===== src/rtl/sram_march_bist_if.sv =====
// Shared SRAM macro bus: per-bank chip enables, shared address/data/write enables.
// Master side is the BIST engine, slave side is the macro bank array.
interface sram_march_bist_if #(
   parameter int NUM_BANKS = 2,
   parameter int ADDR_W    = 9,
   parameter int DATA_W    = 8
);
   logic [NUM_BANKS-1:0]        sram_cen;
   logic                        sram_gwen;
   logic [DATA_W-1:0]           sram_wen;
   logic [ADDR_W-1:0]           sram_a;
   logic [DATA_W-1:0]           sram_d;
   logic [NUM_BANKS*DATA_W-1:0] sram_q;

   modport master (
      output sram_cen, sram_gwen, sram_wen,
      output sram_a, sram_d,
      input  sram_q
   );

   modport slave (
      input  sram_cen, sram_gwen, sram_wen,
      input  sram_a, sram_d,
      output sram_q
   );
endinterface


===== src/rtl/sram_march_bist.sv =====
// March C- BIST over NUM_BANKS single-port SRAM macros, one bank at a time.
// Optional BIST_STOP_ON_FAIL_EN: first mismatch ends the run in DONE.
module sram_march_bist #(
   parameter int NUM_BANKS = 2,
   parameter int ADDR_W    = 9,
   parameter int DATA_W    = 8,
   parameter logic [DATA_W-1:0] PATTERN = '0,
   parameter int ERR_W     = 16,
   localparam int BANK_W   = (NUM_BANKS > 1) ? $clog2(NUM_BANKS) : 1
) (
   input  logic                 clk,
   input  logic                 rst,
   input  logic                 start,
   input  logic                 abort,
   sram_march_bist_if.master    mem,
   output logic                 busy,
   output logic                 done,
   output logic                 pass,
   output logic [ERR_W-1:0]     err_count,
   output logic [BANK_W-1:0]    fail_bank,
   output logic [ADDR_W-1:0]    fail_addr,
   output logic [2:0]           fail_elem
);
   localparam logic [ADDR_W-1:0] A_MAX = '1;

   typedef enum logic [1:0] {IDLE, RUN, DRAIN, DONE} state_t;

   state_t              state;
   logic [BANK_W-1:0]   bank;
   logic [2:0]          elem;
   logic [ADDR_W-1:0]   addr;
   logic                ph;

   logic                cmp_vld;
   logic [DATA_W-1:0]   cmp_exp;
   logic [BANK_W-1:0]   cmp_bank;
   logic [ADDR_W-1:0]   cmp_addr;
   logic [2:0]          cmp_elem;

   logic                rw, down, at_end, bank_end;
   logic                cur_rd, last_bank, issue;
   logic [DATA_W-1:0]   cur_rexp;
   logic [2:0]          nx_e;
   logic [ADDR_W-1:0]   nx_a;
   logic                nx_ph, nx_wr;
   logic [BANK_W-1:0]   nx_bank;
   logic [DATA_W-1:0]   nx_wd;
   logic [DATA_W-1:0]   q_sel;
   logic                mism, stop_hit;
   logic [ERR_W-1:0]    err_nx;

   // ph=0 is the read half, ph=1 the write half of a read-write element
   always_comb begin
      rw       = (elem >= 3'd1) && (elem <= 3'd4);
      down     = (elem == 3'd3) || (elem == 3'd4);
      at_end   = down ? (addr == '0) : (addr == A_MAX);
      bank_end = (elem == 3'd5) && at_end;
      cur_rd   = (elem == 3'd5) || (rw && !ph);
      cur_rexp = ((elem == 3'd2) || (elem == 3'd4))
                 ? ~PATTERN : PATTERN;
      last_bank = (bank == BANK_W'(NUM_BANKS - 1));
      nx_e    = elem;
      nx_a    = addr;
      nx_ph   = 1'b0;
      nx_bank = bank;
      if (state != RUN) begin
         nx_e    = '0;
         nx_a    = '0;
         nx_bank = (state == DRAIN) ? bank + 1'b1 : '0;
      end else if (rw && !ph) begin
         nx_ph = 1'b1;
      end else if (!at_end) begin
         nx_a = down ? addr - 1'b1 : addr + 1'b1;
      end else begin
         nx_e = elem + 3'd1;
         nx_a = ((elem == 3'd2) || (elem == 3'd3)) ? A_MAX : '0;
      end
      nx_wr = (nx_e == 3'd0) ||
              ((nx_e >= 3'd1) && (nx_e <= 3'd4) && nx_ph);
      nx_wd = ((nx_e == 3'd1) || (nx_e == 3'd3))
              ? ~PATTERN : PATTERN;
   end

   // read data is compared in the cycle after its access edge
   always_comb begin
      q_sel  = mem.sram_q[int'(cmp_bank)*DATA_W +: DATA_W];
      mism   = cmp_vld && (q_sel != cmp_exp);
      err_nx = (mism && (err_count != '1))
               ? err_count + 1'b1 : err_count;
   end

`ifdef BIST_STOP_ON_FAIL_EN
   assign stop_hit = mism;
`else
   assign stop_hit = 1'b0;
`endif

   always_comb begin
      unique case (state)
         IDLE, DONE: issue = start;
         RUN:        issue = !bank_end && !stop_hit;
         DRAIN:      issue = !last_bank && !stop_hit;
         default:    issue = 1'b0;
      endcase
   end

   always_ff @(posedge clk or posedge rst) begin
      if (rst) begin
         state         <= IDLE;
         bank          <= '0;
         elem          <= '0;
         addr          <= '0;
         ph            <= 1'b0;
         cmp_vld       <= 1'b0;
         cmp_exp       <= '0;
         cmp_bank      <= '0;
         cmp_addr      <= '0;
         cmp_elem      <= '0;
         mem.sram_cen  <= '1;
         mem.sram_gwen <= 1'b1;
         mem.sram_wen  <= '1;
         mem.sram_a    <= '0;
         mem.sram_d    <= '0;
         busy          <= 1'b0;
         done          <= 1'b0;
         pass          <= 1'b0;
         err_count     <= '0;
         fail_bank     <= '0;
         fail_addr     <= '0;
         fail_elem     <= '0;
      end else if (abort) begin
         state         <= IDLE;
         cmp_vld       <= 1'b0;
         mem.sram_cen  <= '1;
         mem.sram_gwen <= 1'b1;
         mem.sram_wen  <= '1;
         busy          <= 1'b0;
         done          <= 1'b0;
         pass          <= 1'b0;
      end else begin
         err_count <= err_nx;
         if (mism && (err_count == '0)) begin
            fail_bank <= cmp_bank;
            fail_addr <= cmp_addr;
            fail_elem <= cmp_elem;
         end
         cmp_vld  <= (state == RUN) && cur_rd && !stop_hit;
         cmp_exp  <= cur_rexp;
         cmp_bank <= bank;
         cmp_addr <= addr;
         cmp_elem <= elem;
         if (issue) begin
            state         <= RUN;
            busy          <= 1'b1;
            bank          <= nx_bank;
            elem          <= nx_e;
            addr          <= nx_a;
            ph            <= nx_ph;
            mem.sram_cen  <= ~(NUM_BANKS'(1) << nx_bank);
            mem.sram_gwen <= !nx_wr;
            mem.sram_wen  <= nx_wr ? '0 : '1;
            mem.sram_a    <= nx_a;
            mem.sram_d    <= nx_wr ? nx_wd : '0;
         end else if ((state == RUN) || (state == DRAIN)) begin
            mem.sram_cen  <= '1;
            mem.sram_gwen <= 1'b1;
            mem.sram_wen  <= '1;
            if ((state == RUN) && !stop_hit) begin
               state <= DRAIN;
            end else begin
               state <= DONE;
               busy  <= 1'b0;
               done  <= 1'b1;
               pass  <= (err_nx == '0);
            end
         end
         if (((state == IDLE) || (state == DONE)) && start) begin
            err_count <= '0;
            fail_bank <= '0;
            fail_addr <= '0;
            fail_elem <= '0;
            done      <= 1'b0;
            pass      <= 1'b0;
         end
      end
   end
endmodule


===== src/flat_wrapper.sv =====
// flat-port wrapper written by rule: the top's interface ports become plain ports
module sram_march_bist_flat 
#(
   parameter int NUM_BANKS = 2,
   parameter int ADDR_W    = 9,
   parameter int DATA_W    = 8,
   parameter logic [DATA_W-1:0] PATTERN = '0,
   parameter int ERR_W     = 16,
   localparam int BANK_W   = (NUM_BANKS > 1) ? $clog2(NUM_BANKS) : 1
)
  (clk, rst, start, abort, busy, done, pass, err_count, fail_bank, fail_addr, fail_elem, mem_sram_cen, mem_sram_gwen, mem_sram_wen, mem_sram_a, mem_sram_d, mem_sram_q);
  sram_march_bist_if #(.NUM_BANKS(NUM_BANKS), .ADDR_W(ADDR_W), .DATA_W(DATA_W)) mem_i ();
  input  logic clk;
  input  logic rst;
  input  logic start;
  input  logic abort;
  output logic busy;
  output logic done;
  output logic pass;
  output logic [ERR_W-1:0] err_count;
  output logic [BANK_W-1:0] fail_bank;
  output logic [ADDR_W-1:0] fail_addr;
  output logic [2:0] fail_elem;
  output wire logic [$bits(mem_i.sram_cen)-1:0] mem_sram_cen;
  output wire logic [$bits(mem_i.sram_gwen)-1:0] mem_sram_gwen;
  output wire logic [$bits(mem_i.sram_wen)-1:0] mem_sram_wen;
  output wire logic [$bits(mem_i.sram_a)-1:0] mem_sram_a;
  output wire logic [$bits(mem_i.sram_d)-1:0] mem_sram_d;
  input wire logic [$bits(mem_i.sram_q)-1:0] mem_sram_q;
  assign mem_sram_cen = mem_i.sram_cen;
  assign mem_sram_gwen = mem_i.sram_gwen;
  assign mem_sram_wen = mem_i.sram_wen;
  assign mem_sram_a = mem_i.sram_a;
  assign mem_sram_d = mem_i.sram_d;
  assign mem_i.sram_q = mem_sram_q;
  sram_march_bist #(.NUM_BANKS(NUM_BANKS), .ADDR_W(ADDR_W), .DATA_W(DATA_W), .PATTERN(PATTERN), .ERR_W(ERR_W)) u_core (.clk(clk), .rst(rst), .start(start), .abort(abort), .mem(mem_i), .busy(busy), .done(done), .pass(pass), .err_count(err_count), .fail_bank(fail_bank), .fail_addr(fail_addr), .fail_elem(fail_elem));
endmodule

===== config.mk =====
export PLATFORM = sky130hd
export DESIGN_NAME = sram_march_bist_flat
export DESIGN_NICKNAME = d
export VERILOG_FILES = /design/src/rtl/sram_march_bist_if.sv /design/src/rtl/sram_march_bist.sv /design/src/flat_wrapper.sv
export SDC_FILE = /design/constraint.sdc
export NUM_CORES = 1
export LEC_CHECK = 0
export ABC_AREA = 0
export CAP_MARGIN = 20
export CORE_MARGIN = 4
export CORE_UTILIZATION = 52
export CTS_CLUSTER_SIZE = 10
export DETAILED_ROUTE_END_ITERATION = 16
export PLACE_DENSITY = 0.79
export SETUP_SLACK_MARGIN = 0.3
export SKIP_LAST_GASP = 1
export SLEW_MARGIN = 20
export SYNTH_ARGS = -nofsm -noshare
export SYNTH_HDL_FRONTEND = slang
export SYNTH_SLANG_ARGS = --single-unit

===== constraint.sdc =====
create_clock -name clk -period 4.2 [get_ports clk]
set_input_delay 0.84 -clock clk [delete_from_list [all_inputs] [get_ports clk]]
set_output_delay 0.84 -clock clk [all_outputs]
set_load 0.03 [all_outputs]

==> results.cfg <==
[cts]
post_cts_resize_count = 0
cts_tree = yes
cts_num_sinks = 67
numCtsBuffers = 9
clock_root_cell = clkbuf_8
h-tree-depth = 3
clk_latency_ps = 340
cts_max_path_buffers = 2
holdBufCountCts = 0
clock_slew_at_the_register_clock_pins_of_the_worst_setup_and_hold_paths_ps = 80
cts_setup_buffers = 0

[logic_synthesis]
postSynth.topFlopCell = dfrtp_1
ys_seq_elements = 67
most_numerous_cell_types_in_the_synthesized_netlist = 64 x dfrtp_1, 39 x o21ai_0, 36 x nand2_1
portion_of_synthesized_cell_area_occupied_by_the_leading_cell_type_pct = 40.4
synth_enable_flop_cells = 0
synthDominantAreaCellType = dfrtp_1
cell_with_the_most_instances_after_synthesis = dfrtp_1
number_of_warnings_issued_by_yosys = 0
synthesis.area_per_instance_um2 = 9.30
synth_sequential_area_ratio_pct = 42.4
synthCells = 426
syn_nets = 463
synth_cell_type_count = 59
post_synth_instance_area_um2 = 3960
async_reset_ff_share_pct = 100
yosys-top-cells-area = dfrtp_1 40%, ha_1 5.1%, o21ai_0 4.9%

[placed_design]
post-place-ws_ps = 658
globalplace.congestion = 0.903
post-dp-hpwl_um = 6910
place_inst = 573
place.port_buffers = 79
dpl-instance-area_um2 = 4720

[floorplan]
rows = 31
die_width_um = 95.3
core_region_area_um2 = 7330
design.die.area_um2 = 9080
die_h_um = 95.3
floorplan.initialDensity_pct = 54.0
ioPinCount = 80

[power_and_ir_drop]
power_frac_clock_pct = 30.5
p_leak_nw = 2.17
peakVddDrop_v = 0.000444
power_switching_share_pct = 35.3
cell_internal_pwr_w = 0.00132
power.density_cell_area_nw_per_um2 = 412
p_switching_w = 0.000720
combinationalPowerShare_pct = 31.9
power_frac_seq_pct = 37.6

[outcome]
result_of_the_run = finished clean

[worst_setup_path]
regToRegStartpoint = u_core.elem[0]$_DFFE_PP0P_
setup.worst_path.start_class = flop
crit_required_ps = 4460
timing.critical_path.fanout_max = 10
timing_worst_setup_path_type = reg -> reg
timing.critical_path.arrival_ps = 3590
setup.worst_path.end_class = flop
worst_setup_path_startpoint = u_core.elem[0]$_DFFE_PP0P_

[route]
drt_pass1_iterations = 5
wire_per_inst_um = 16.5
num_vias = 3497
drtIter0Drc = 204
drt-total-wl_um = 9720
route.detailed.vias_per_inst = 5.94
route.antenna.remaining_nets = 0
drt_drc_violations_left = 0

[timing]
timing.setup.tns_ps = 0
max_clock_freq_mhz = 301
final.min_clock_period_ps = 3320
rsz0062_at_grt = false
finalCritPeriodShare_pct = 79.2
tightest_slew_ps = 796
hold_viol = 0
clock-skew-final_ps = 7.73
setup_failing_eps_final = 0
final.setup.worst_slack_ps = 875
drv_slew = 0
relSlewSlack_pct = 46.9

[cells_and_area]
finalNonFillerCells = 589
design_area_um2 = 4950
finish.utilization_pct = 67.5
area_growth_pct = 24.9
fillers = 550
num_antenna_cells = 0
fin_nets = 522
final_layout_size_suffix_gt1_share_pct = 9.59

[hold_path]
min_path_type = reg -> reg
min-delay-start = u_core.cmp_addr[7]$_DFFE_PP0N_

[flow_run]
timing.max_cap.violations = 0

[global_route]
largest_net_degree_at_the_start_of_global_routing = 39
gr-usage-all-layers_pct = 21.8
first_pass_grt_wire_length_um = 15700
grt_remaining_overflow = 0
initial_antenna_violation_count = 0
number_of_global_route_vias_before_repair = 3355
routing by layer:
layer	wire [um]	GRT usage (%)	part of all wire, %	up-vias
met5	0	0	0	-
met1	4370	29.7	45	1682
li1	-	-	-	1663
met2	4540	35.3	47	139
met4	131	7.21	1.3	0
met3	678	3.87	7.0	13
cell usage in the layout, fill, tap and decap left out, types with 4 or more instances in the layout:
master,n
nand4_1,11
inv_1,17
mux2_2,7
a21oi_1,26
nor4_1,9
nor3_1,9
a21o_1,12
clkbuf_8,10
o21ai_0,39
nor2_1,18
clkdlybuf4s50_1,79
buf_4,8
xnor2_1,8
nand2b_1,4
and3_1,7
a31oi_1,10
and2_1,4
nand2_1,36
dfrtp_1,64
a22o_1,14
nand3_1,17
ha_1,16
nor2b_1,4
stage by stage:
| step | total power, W | hold WS (ps) |
|---|---|---|
| 6_report | 0.00204 | 490 |
| 5_1_grt | 0.00214 | 507 |
| 4_1_cts | 0.00205 | 491 |
| 3_5_place_dp | 0.00143 | 474 |
| 3_3_place_gp | 0.00141 | 468 |
| 2_1_floorplan | 0.00123 | 454 |
final cells by class:
cell class / count / area [um^2] / area share (%)
Clock inverter: 6 / 93.8 / 1.90
Tap cell: 99 / 124 / 2.50
Clock buffer: 10 / 138 / 2.78
Multi-Input combinational cell: 301 / 1990 / 40.2
Inverter: 19 / 71.3 / 1.44
Timing Repair Buffer: 87 / 851 / 17.2
Sequential cell: 67 / 1680 / 34.0
power by group through the flow:
stage          clock network (W)  logic, W  registers (W)
5_1_grt                 0.000661  0.000703       0.000779
3_3_place_gp                   0  0.000636       0.000776
3_5_place_dp                   0  0.000646       0.000780
6_report                0.000621  0.000649       0.000767
4_1_cts                 0.000629  0.000651       0.000768
2_1_floorplan                  0  0.000410       0.000820
logic make-up after synthesis:
kind of cell	count (synthesis)	share of synthesized area, %
AOI/OAI and AO/OA	133	22.4
and+or+nand+nor	130	17.1
DFF	67	42.4
buffers and inverters	58	7.36
adders and majority gates	17	5.56
xor gates and xnor gates	11	2.43
muxes	10	2.75
critical path: stages (launching register included):
cell and delay [ps]:
dfrtp_1 450, ha_1 240, ha_1 200, a21o_1 290
inv_2 140, nor4_1 60, a31oi_1 280, o21ai_1 170
a211oi_2 250, buf_4 190, or4b_1 650, o21bai_1 210
o2bb2ai_1 120
sequential cells by signal (all words and copies together) (netlist names), 2 cells and up:
signal / count
u_core.fail_addr: 9
u_core.mem.sram_a: 9
u_core.cmp_addr: 9
u_core.elem: 3
u_core.mem.sram_cen: 2
u_core.cmp_elem: 3
u_core.state: 2
u_core.fail_elem: 3
u_core.err_count: 16
worst paths after layout:
| kind | end | slack, ps | depth (start not counted) |
|---|---|---|---|
| setup / recovery | u_core.mem.sram_a[8]$_DFFE_PP0P_ | 880 | 12 |
| hold / removal | u_core.fail_addr[7]$_DFFE_PP0P_ | 490 | 1 |
| setup reg to reg | u_core.mem.sram_a[8]$_DFFE_PP0P_ | 880 | 12 |
| hold reg to reg | u_core.fail_addr[7]$_DFFE_PP0P_ | 490 | 1 |
| max in group asynchronous | u_core.mem.sram_wen[6]$_DFFE_PP1P_ | 2420 | 3 |
| min in group asynchronous | u_core.fail_addr[1]$_DFFE_PP0P_ | 970 | 2 |
No activity file was read; power rests on OpenSTA's default activity.
